File: src/rtl/jtag_master.sv
// Bit-level JTAG initiator: turns TMS-sequence / shift commands into TCK/TMS/TDI
// waveforms and collects TDO into a response word. No TAP state is tracked here.
module jtag_master #(
    parameter int DIV    = 4,
    parameter int MAXLEN = 32
) (
    input  logic              clk,
    input  logic              rst,
    input  logic              cmd_valid,
    output logic              cmd_ready,
    input  logic              cmd_op,
    input  logic [5:0]        cmd_len,
    input  logic [MAXLEN-1:0] cmd_tms,
    input  logic [MAXLEN-1:0] cmd_tdi,
    input  logic              cmd_exit,
    output logic              rsp_valid,
    input  logic              rsp_ready,
    output logic [MAXLEN-1:0] rsp_tdo,
    output logic              busy,
    output logic              jtag_tck,
    output logic              jtag_tms,
    output logic              jtag_tdi,
    input  logic              jtag_tdo
);

    localparam int              PW      = (DIV > 1) ? $clog2(DIV) : 1;
    localparam logic [PW-1:0]   PH_LAST = PW'(DIV - 1);
    localparam logic [5:0]      LEN_MAX = 6'(MAXLEN);

    typedef enum logic [1:0] {
        S_IDLE,
        S_LOW,
        S_HIGH,
        S_RESP
    } state_t;

    state_t              r_state;
    logic [PW-1:0]       r_phase;
    logic [5:0]          r_bit;
    logic [5:0]          r_len;
    logic                r_op;
    logic                r_exit;
    logic [MAXLEN-1:0]   r_tms_data;
    logic [MAXLEN-1:0]   r_tdi_data;
    logic [MAXLEN-1:0]   r_tdo;
    logic                r_tck;
    logic                r_tms;
    logic                r_tdi;
    logic                r_rsp_valid;
    logic                r_cmd_ready;
    logic                r_busy;

    logic [5:0]          w_cmd_len;
    logic                w_accept;
    logic                w_phase_end;
    logic                w_last;
    logic [5:0]          w_bit_next;
    logic [MAXLEN-1:0]   w_tdo_mask;

    function automatic logic f_bit(input logic [MAXLEN-1:0] d, input logic [5:0] idx);
        logic [MAXLEN-1:0] sh;
        sh = d >> idx;
        return sh[0];
    endfunction

    // SHIFT keeps TMS low except optionally on the final bit to leave Shift-xR.
    function automatic logic f_tms(input logic op, input logic ex,
                                   input logic [MAXLEN-1:0] tmsd,
                                   input logic [5:0] idx, input logic [5:0] len);
        if (op)
            return (idx == len - 6'd1) ? ex : 1'b0;
        return f_bit(tmsd, idx);
    endfunction

    function automatic logic f_tdi(input logic op, input logic [MAXLEN-1:0] tdid,
                                   input logic [5:0] idx);
        return op ? f_bit(tdid, idx) : 1'b0;
    endfunction

    assign w_cmd_len   = (cmd_len > LEN_MAX) ? LEN_MAX : cmd_len;
    assign w_accept    = cmd_valid & r_cmd_ready;
    assign w_phase_end = (r_phase == PH_LAST);
    assign w_last      = (r_bit == r_len - 6'd1);
    assign w_bit_next  = r_bit + 6'd1;
    assign w_tdo_mask  = MAXLEN'(1) << r_bit;

    always_ff @(posedge clk) begin
        if (rst) begin
            r_state     <= S_IDLE;
            r_phase     <= '0;
            r_bit       <= '0;
            r_len       <= '0;
            r_op        <= 1'b0;
            r_exit      <= 1'b0;
            r_tms_data  <= '0;
            r_tdi_data  <= '0;
            r_tdo       <= '0;
            r_tck       <= 1'b0;
            r_tms       <= 1'b1;
            r_tdi       <= 1'b0;
            r_rsp_valid <= 1'b0;
            r_cmd_ready <= 1'b1;
            r_busy      <= 1'b0;
        end else begin
            case (r_state)
                S_IDLE: begin
                    r_tck <= 1'b0;
                    if (w_accept) begin
                        r_op        <= cmd_op;
                        r_len       <= w_cmd_len;
                        r_exit      <= cmd_exit;
                        r_tms_data  <= cmd_tms;
                        r_tdi_data  <= cmd_tdi;
                        r_tdo       <= '0;
                        r_phase     <= '0;
                        r_bit       <= '0;
                        r_cmd_ready <= 1'b0;
                        r_busy      <= 1'b1;
                        if (w_cmd_len == 6'd0) begin
                            r_rsp_valid <= 1'b1;
                            r_state     <= S_RESP;
                        end else begin
                            r_tms   <= f_tms(cmd_op, cmd_exit, cmd_tms, 6'd0, w_cmd_len);
                            r_tdi   <= f_tdi(cmd_op, cmd_tdi, 6'd0);
                            r_state <= S_LOW;
                        end
                    end
                end

                S_LOW: begin
                    if (w_phase_end) begin
                        r_phase <= '0;
                        r_tck   <= 1'b1;
                        r_state <= S_HIGH;
                    end else begin
                        r_phase <= r_phase + PW'(1);
                    end
                end

                // TDO is sampled as late as possible in the high phase so the
                // target's rising-edge update has had DIV cycles to settle.
                S_HIGH: begin
                    if (w_phase_end) begin
                        r_phase <= '0;
                        r_tck   <= 1'b0;
                        r_tdo   <= r_tdo | (jtag_tdo ? w_tdo_mask : '0);
                        if (!w_last) begin
                            r_bit   <= w_bit_next;
                            r_tms   <= f_tms(r_op, r_exit, r_tms_data, w_bit_next, r_len);
                            r_tdi   <= f_tdi(r_op, r_tdi_data, w_bit_next);
                            r_state <= S_LOW;
                        end else begin
                            r_tdi       <= 1'b0;
                            r_rsp_valid <= 1'b1;
                            r_state     <= S_RESP;
                        end
                    end else begin
                        r_phase <= r_phase + PW'(1);
                    end
                end

                S_RESP: begin
                    r_tck <= 1'b0;
                    if (rsp_ready) begin
                        r_rsp_valid <= 1'b0;
                        r_cmd_ready <= 1'b1;
                        r_busy      <= 1'b0;
                        r_state     <= S_IDLE;
                    end
                end

                default: begin
                    r_state <= S_IDLE;
                end
            endcase
        end
    end

    assign cmd_ready = r_cmd_ready;
    assign rsp_valid = r_rsp_valid;
    assign rsp_tdo   = r_tdo;
    assign busy      = r_busy;
    assign jtag_tck  = r_tck;
    assign jtag_tms  = r_tms;
    assign jtag_tdi  = r_tdi;

endmodule

File: config.mk
export PLATFORM = sky130hd
export DESIGN_NAME = jtag_master
export DESIGN_NICKNAME = d
export VERILOG_FILES = /design/src/rtl/jtag_master.sv
export SDC_FILE = /design/constraint.sdc
export NUM_CORES = 1
export LEC_CHECK = 0
export CELL_PAD_IN_SITES_DETAIL_PLACEMENT = 0
export CELL_PAD_IN_SITES_GLOBAL_PLACEMENT = 1
export CORE_MARGIN = 3
export CORE_UTILIZATION = 30
export CTS_CLUSTER_DIAMETER = 100
export DETAILED_ROUTE_END_ITERATION = 8
export PLACE_DENSITY_LB_ADDON = 0.1
export SLEW_MARGIN = 20
export SYNTH_ARGS = -nofsm -noshare
export SYNTH_HDL_FRONTEND = slang
export SYNTH_SLANG_ARGS = --single-unit
File: constraint.sdc
create_clock -name clk -period 3.93 [get_ports clk]
set_input_delay 0.9825 -clock clk [delete_from_list [all_inputs] [get_ports clk]]
set_output_delay 0.9825 -clock clk [all_outputs]
set_load 0.005 [all_outputs]
# Word level (Yosys, flattened, before mapping)
# Index checks and enable logic that the tools add are counted.
# W data, S select, Z words.
# word_totals
ff_bits	120
in_bits	77
out_inout_bits	38
elab_cells	119
# classes
mux	61
shifts	3
magnitude_cmp	1
n_reduce_logical	19
addsub	4
bitwise_logic	2
n_eq_ne	14
# ops
operator	count
$mux W32	3
$pmux W32 S2	1
$shr A32 B6 Y1	2
$mux W1	36
$or A32 B32 Y32	1
$shl A1 B6 Y32 const A	1
$mux W6	4
$mux W2	8
$ne A2 B2 Y1 const B	8
$eq A6 B6 Y1	2
$logic_not A6 Y1	2
$pmux W6 S2	1
$reduce_and A4 Y1	3
$sub A6 B1 Y6 const B	2
$pmux W1 S2	4
$pmux W2 S4	1
$add A6 B1 Y6 const B	1
$eq A2 B2 Y1 const B	3
$gt A6 B6 Y1 const B	1
$pmux W1 S3	2
$reduce_and A2 Y1	3
$reduce_and A3 Y1	2
$reduce_and A6 Y1	1
$reduce_bool A2 Y1	3
8 further kinds	9

# Longest topological paths before layout
# depth
depth_word	11
mapped_depth	10
depth_no_buf	8

# Worst setup path before layout
# OpenSTA, ideal clock, no wires.
# synth_timing
path_kind	register -> register
start	reg r_bit[0]
end	reg r_tdi (netlist: jtag_tdi)
n_path_buf	2
synth_period_minus_slack_ns	2.453
setup_slack_ns	1.477
stages_incl_launch_ff	9
setup_time_ns	0.135
t_arrival_ns	2.319
cell_sequence	dfxtp_1 > inv_1 > ha_1 > buf_6 > buf_6 > mux4_2 > mux4_2 > mux2i_1 > o32ai_1
# synth_between
elab_chain_len	6
word_cells_on_any_way	7
# synth_rtl
item	line_no	source
start, declared	39	logic [5:0] r_bit;
start signal, assigned	148	r_bit <= w_bit_next;
$add A6 B1 Y6	84	assign w_bit_next = r_bit + 6'd1;
$shr A32 B6 Y1	62	sh = d >> idx;
$mux W1	77	return op ? f_bit(tdid, idx) : 1'b0;
$mux W1 (*)	147	if (!w_last) begin
$mux W1 (*)	143	if (w_phase_end) begin
$pmux W1 S2 (*)	105	case (r_state)
end signal, assigned	124	r_tdi <= f_tdi(cmd_op, cmd_tdi, 6'd0);
end signal, assigned	150	r_tdi <= f_tdi(r_op, r_tdi_data, w_bit_next);
end, declared	48	logic r_tdi;
# Every way passes the cells marked *; elsewhere a longest branch is shown, timed or not. The select of a mux whose other input is x is not followed.
# A chain may end at the register's enable or synchronous reset.

# Final worst setup path
# layout_timing
start	reg r_bit[2]
end	reg r_tdi (netlist: jtag_tdi)
# The elaborated chain is that of the path after synthesis.

==> metrics.csv <==
metric,value,unit
Die W,141,microns
top-count cell post-synth,nand2_1,
Crit path top cell by count,mux4_2,
largest net degree at the start of global routing,74,
via count,4663,
sequential share of power,34.9,%
Final Cycle Share,72.8,%
Via density,4.82,
Pwr Density,575,nW/um^2
Die Area,19800,sq um
LEAKAGE,2.66,nW
post-CTS sizing,0,
Finished Layout Cells,968,
CTS Sinks,120,
Filler Cell Count,1764,
endpoints failing setup,0,
Max-cap violations,0,
"area leader, netlist",dfxtp_1,
Sw Ratio,32.1,%
Min-Delay Path Class,register to register,
slew at the pin closest to its max-slew limit,0.964,ns
sequence of cells on the critical path,"inv_1, ha_1, mux4_2, mux4_2, mux2i_1, o32ai_1",
"Reg clk slew, reported paths",0.06,ns
fin. max-slew vios,0,
peak clock frequency supported by timing,0.350,GHz
H-tree lvl count,4,
max_slew headroom,35.8,%
final WL,14.5,mm
Final ANT Viol Nets,0,
Worst EP required,4.20,ns
nets@finish,819,
FF/Latch Area,2400,sq um
cell family with most CP delay,multiplexers,
GPL Wtd Cong,0.752,
drt initial violations,208,
footprint of the multi-input gates,2830,sq um
Detailed Routing Iterations Pass 1,5,
CP peak stage delay,0.70,ns
minimum clock period,2.86,ns
run status,"complete, no violations",
starting density of the core,31.1,%
num rows,48,
P_sw,1.36,mW
register area share after synthesis,44.0,%
dpl cells,936,
Root Buffer,clkbuf_16,
post-CTS setup buffer count,0,
clock skew,0.00820,ns
share of the synthesized area in the top cell type,44.0,%
Post-Syn Area per Cell,8.65,sq um
Routed WL per cell,15.0,microns
CP Max Fanout,13,
"Top FF cell, synth",dfxtp_1,
final setup TNS,0,ns
dpl hpwl,10.4,mm
Core ar.,17500,sq um
Port Buffer Count,114,
unrepaired setup endpoints after global routing,no,
synthesized netlist cell count,631,
Total GRT Usage,15.1,%
buffers and inverters on the worst path,1,
DRC violations left,0,
number of antenna cells inserted,0,
Worst-Skew Late Latency,0.41,ns
Area Overhead vs Synth,35.0,%
Setup crit end kind,register,
layout cell share with drive strength beyond 1,9.56,%
Synth area leaders,"dfxtp_1, nand2_1, a21oi_1, mux4_2, nor2_1",
Synth Warn #,0,
library cells used by synthesis,62,
Worst EP arrival,3.13,ns
#FFs+latches synth,120,
part of the power in combinational logic,26.8,%
number of hold buffers added after CTS,0,
initial antenna violation count,0,
Pint,2.87,mW
mapped cell area,5460,sq um
CTS tree,done,
first-pass GRT wire length,24.1,mm
Setup Crit Path Kind,register to register,
Die Height,141,microns
synth cell count leaders,"nand2_1, dfxtp_1, a21oi_1",
number of synthesized flops with an enable pin,0,
clock buffer count from CTS,17,
maximum vdd ir drop,0.000271,V
flop-to-flop setup slack,1.07,ns
async set-or-reset flop fraction in the synthesized netlist,0,%
vias in the first global route,4726,
CP max-delay cell,ha_1,
Hold Worst Slack,0.450,ns
clk buf depth,2,
gr ovfl total,0,
Fin. Hold Viols,0,
IO Pins,115,
Critical Path Start Type,register,
syn_nets,720,
clock power share,38.3,%
## layer usage
layer  track usage, %  vias to the layer above  wire, microns
met5                0                        -              0
met4             3.52                        0            109
met3             4.14                        9            682
met2             25.2                       92           7050
met1             19.5                     2207           6700
li1                 -                     2355              -
## cell families (layout without fill, tap and decap cells)
| family | count (synthesis) | in the layout | share of synthesized area (%) |
|---|---|---|---|
| simple gates | 254 | 254 | 20.8 |
| compound gates | 145 | 145 | 15.3 |
| flops | 120 | 120 | 44.0 |
| buf+inv | 53 | 165 | 4.22 |
| mux | 27 | 27 | 8.23 |
| xor+xnor | 20 | 20 | 4.68 |
| fa+ha+maj | 12 | 12 | 2.75 |
## area by class of cell
class / instances / share of cell area [%]
clock buffer: 17 / 5.78
clock inverter: 15 / 2.58
inverter: 12 / 0.612
multi-input combinational: 458 / 38.4
sequential: 120 / 32.6
tap: 225 / 3.82
timing repair buffer: 121 / 16.1
## cells in the final DEF (no fill, tap or decap), types with 3 or more instances in the layout
cell / n
nand2_1: 152
dfxtp_1: 120
clkdlybuf4s50_1: 113
a21oi_1: 107
nor2_1: 52
clkbuf_16: 17
mux4_2: 14
inv_1: 12
ha_1: 12
mux2i_1: 10
xnor2_1: 9
nor2b_1: 8
inv_6: 7
buf_4: 7
nor3_1: 6
nand3_1: 6
o21ai_0: 5
a31oi_1: 5
a22oi_1: 5
xor2_1: 5
and2_1: 4
nand3b_1: 4
xnor3_1: 3
and2_4: 3
bufinv_16: 3
clkinv_4: 3
## power groups by stage
stage	combinational, mW	sequential [mW]	clock (mW)
after floorplan	0.827	1.48	0
after global placement	1.13	1.50	0
after detailed placement	1.15	1.51	0
after CTS	1.15	1.48	1.65
after global routing	1.27	1.50	1.72
final	1.13	1.48	1.62
## registers in the layout, summed over array words and instances, names as in the netlist
signal / flops
jtag_tms: 1
r_tdi_data: 32
r_op: 1
jtag_tdi: 1
rsp_tdo: 32
cmd_ready: 1
rsp_valid: 1
r_exit: 1
r_bit: 6
r_state: 2
r_phase: 2
jtag_tck: 1
busy: 1
r_len: 6
r_tms_data: 32
## path summary, 6_finish.rpt
| kind | cells past startpoint | start | end |
|---|---|---|---|
| worst max register to register | 6 | r_bit[2]$_SDFFE_PP0P_ | jtag_tdi$_SDFFE_PP0P_ |
| worst min register to register | 2 | r_tms_data[13]$_SDFFE_PP0P_ | r_tms_data[13]$_SDFFE_PP0P_ |
| worst max-delay path | 6 | r_bit[2]$_SDFFE_PP0P_ | jtag_tdi$_SDFFE_PP0P_ |
| worst min-delay path | 2 | r_tms_data[13]$_SDFFE_PP0P_ | r_tms_data[13]$_SDFFE_PP0P_ |
## metrics by stage
stage	utilization (%)	power, mW	area, sq um	worst slack [ns]
detailed placement	38.5	2.65	6750	0.824
global placement	38.5	2.63	6750	0.886
CTS	42.0	4.29	7360	1.02
floorplan	-	2.30	5460	1.48
global route	42.0	4.49	7360	0.946
finish	42.0	4.23	7360	1.07
## worst reg2reg max path, delay by kind of cell, from the launching register on
| family | cells | cell delay, ns |
|---|---|---|
| muxes | 3 | 1.25 |
| buffers and inverters | 1 | 0.11 |
| adders and majority gates | 1 | 0.70 |
| DFF | 1 | 0.55 |
| AOI/OAI and AO/OA | 1 | 0.10 |
Power figures use the tool's default switching activity.
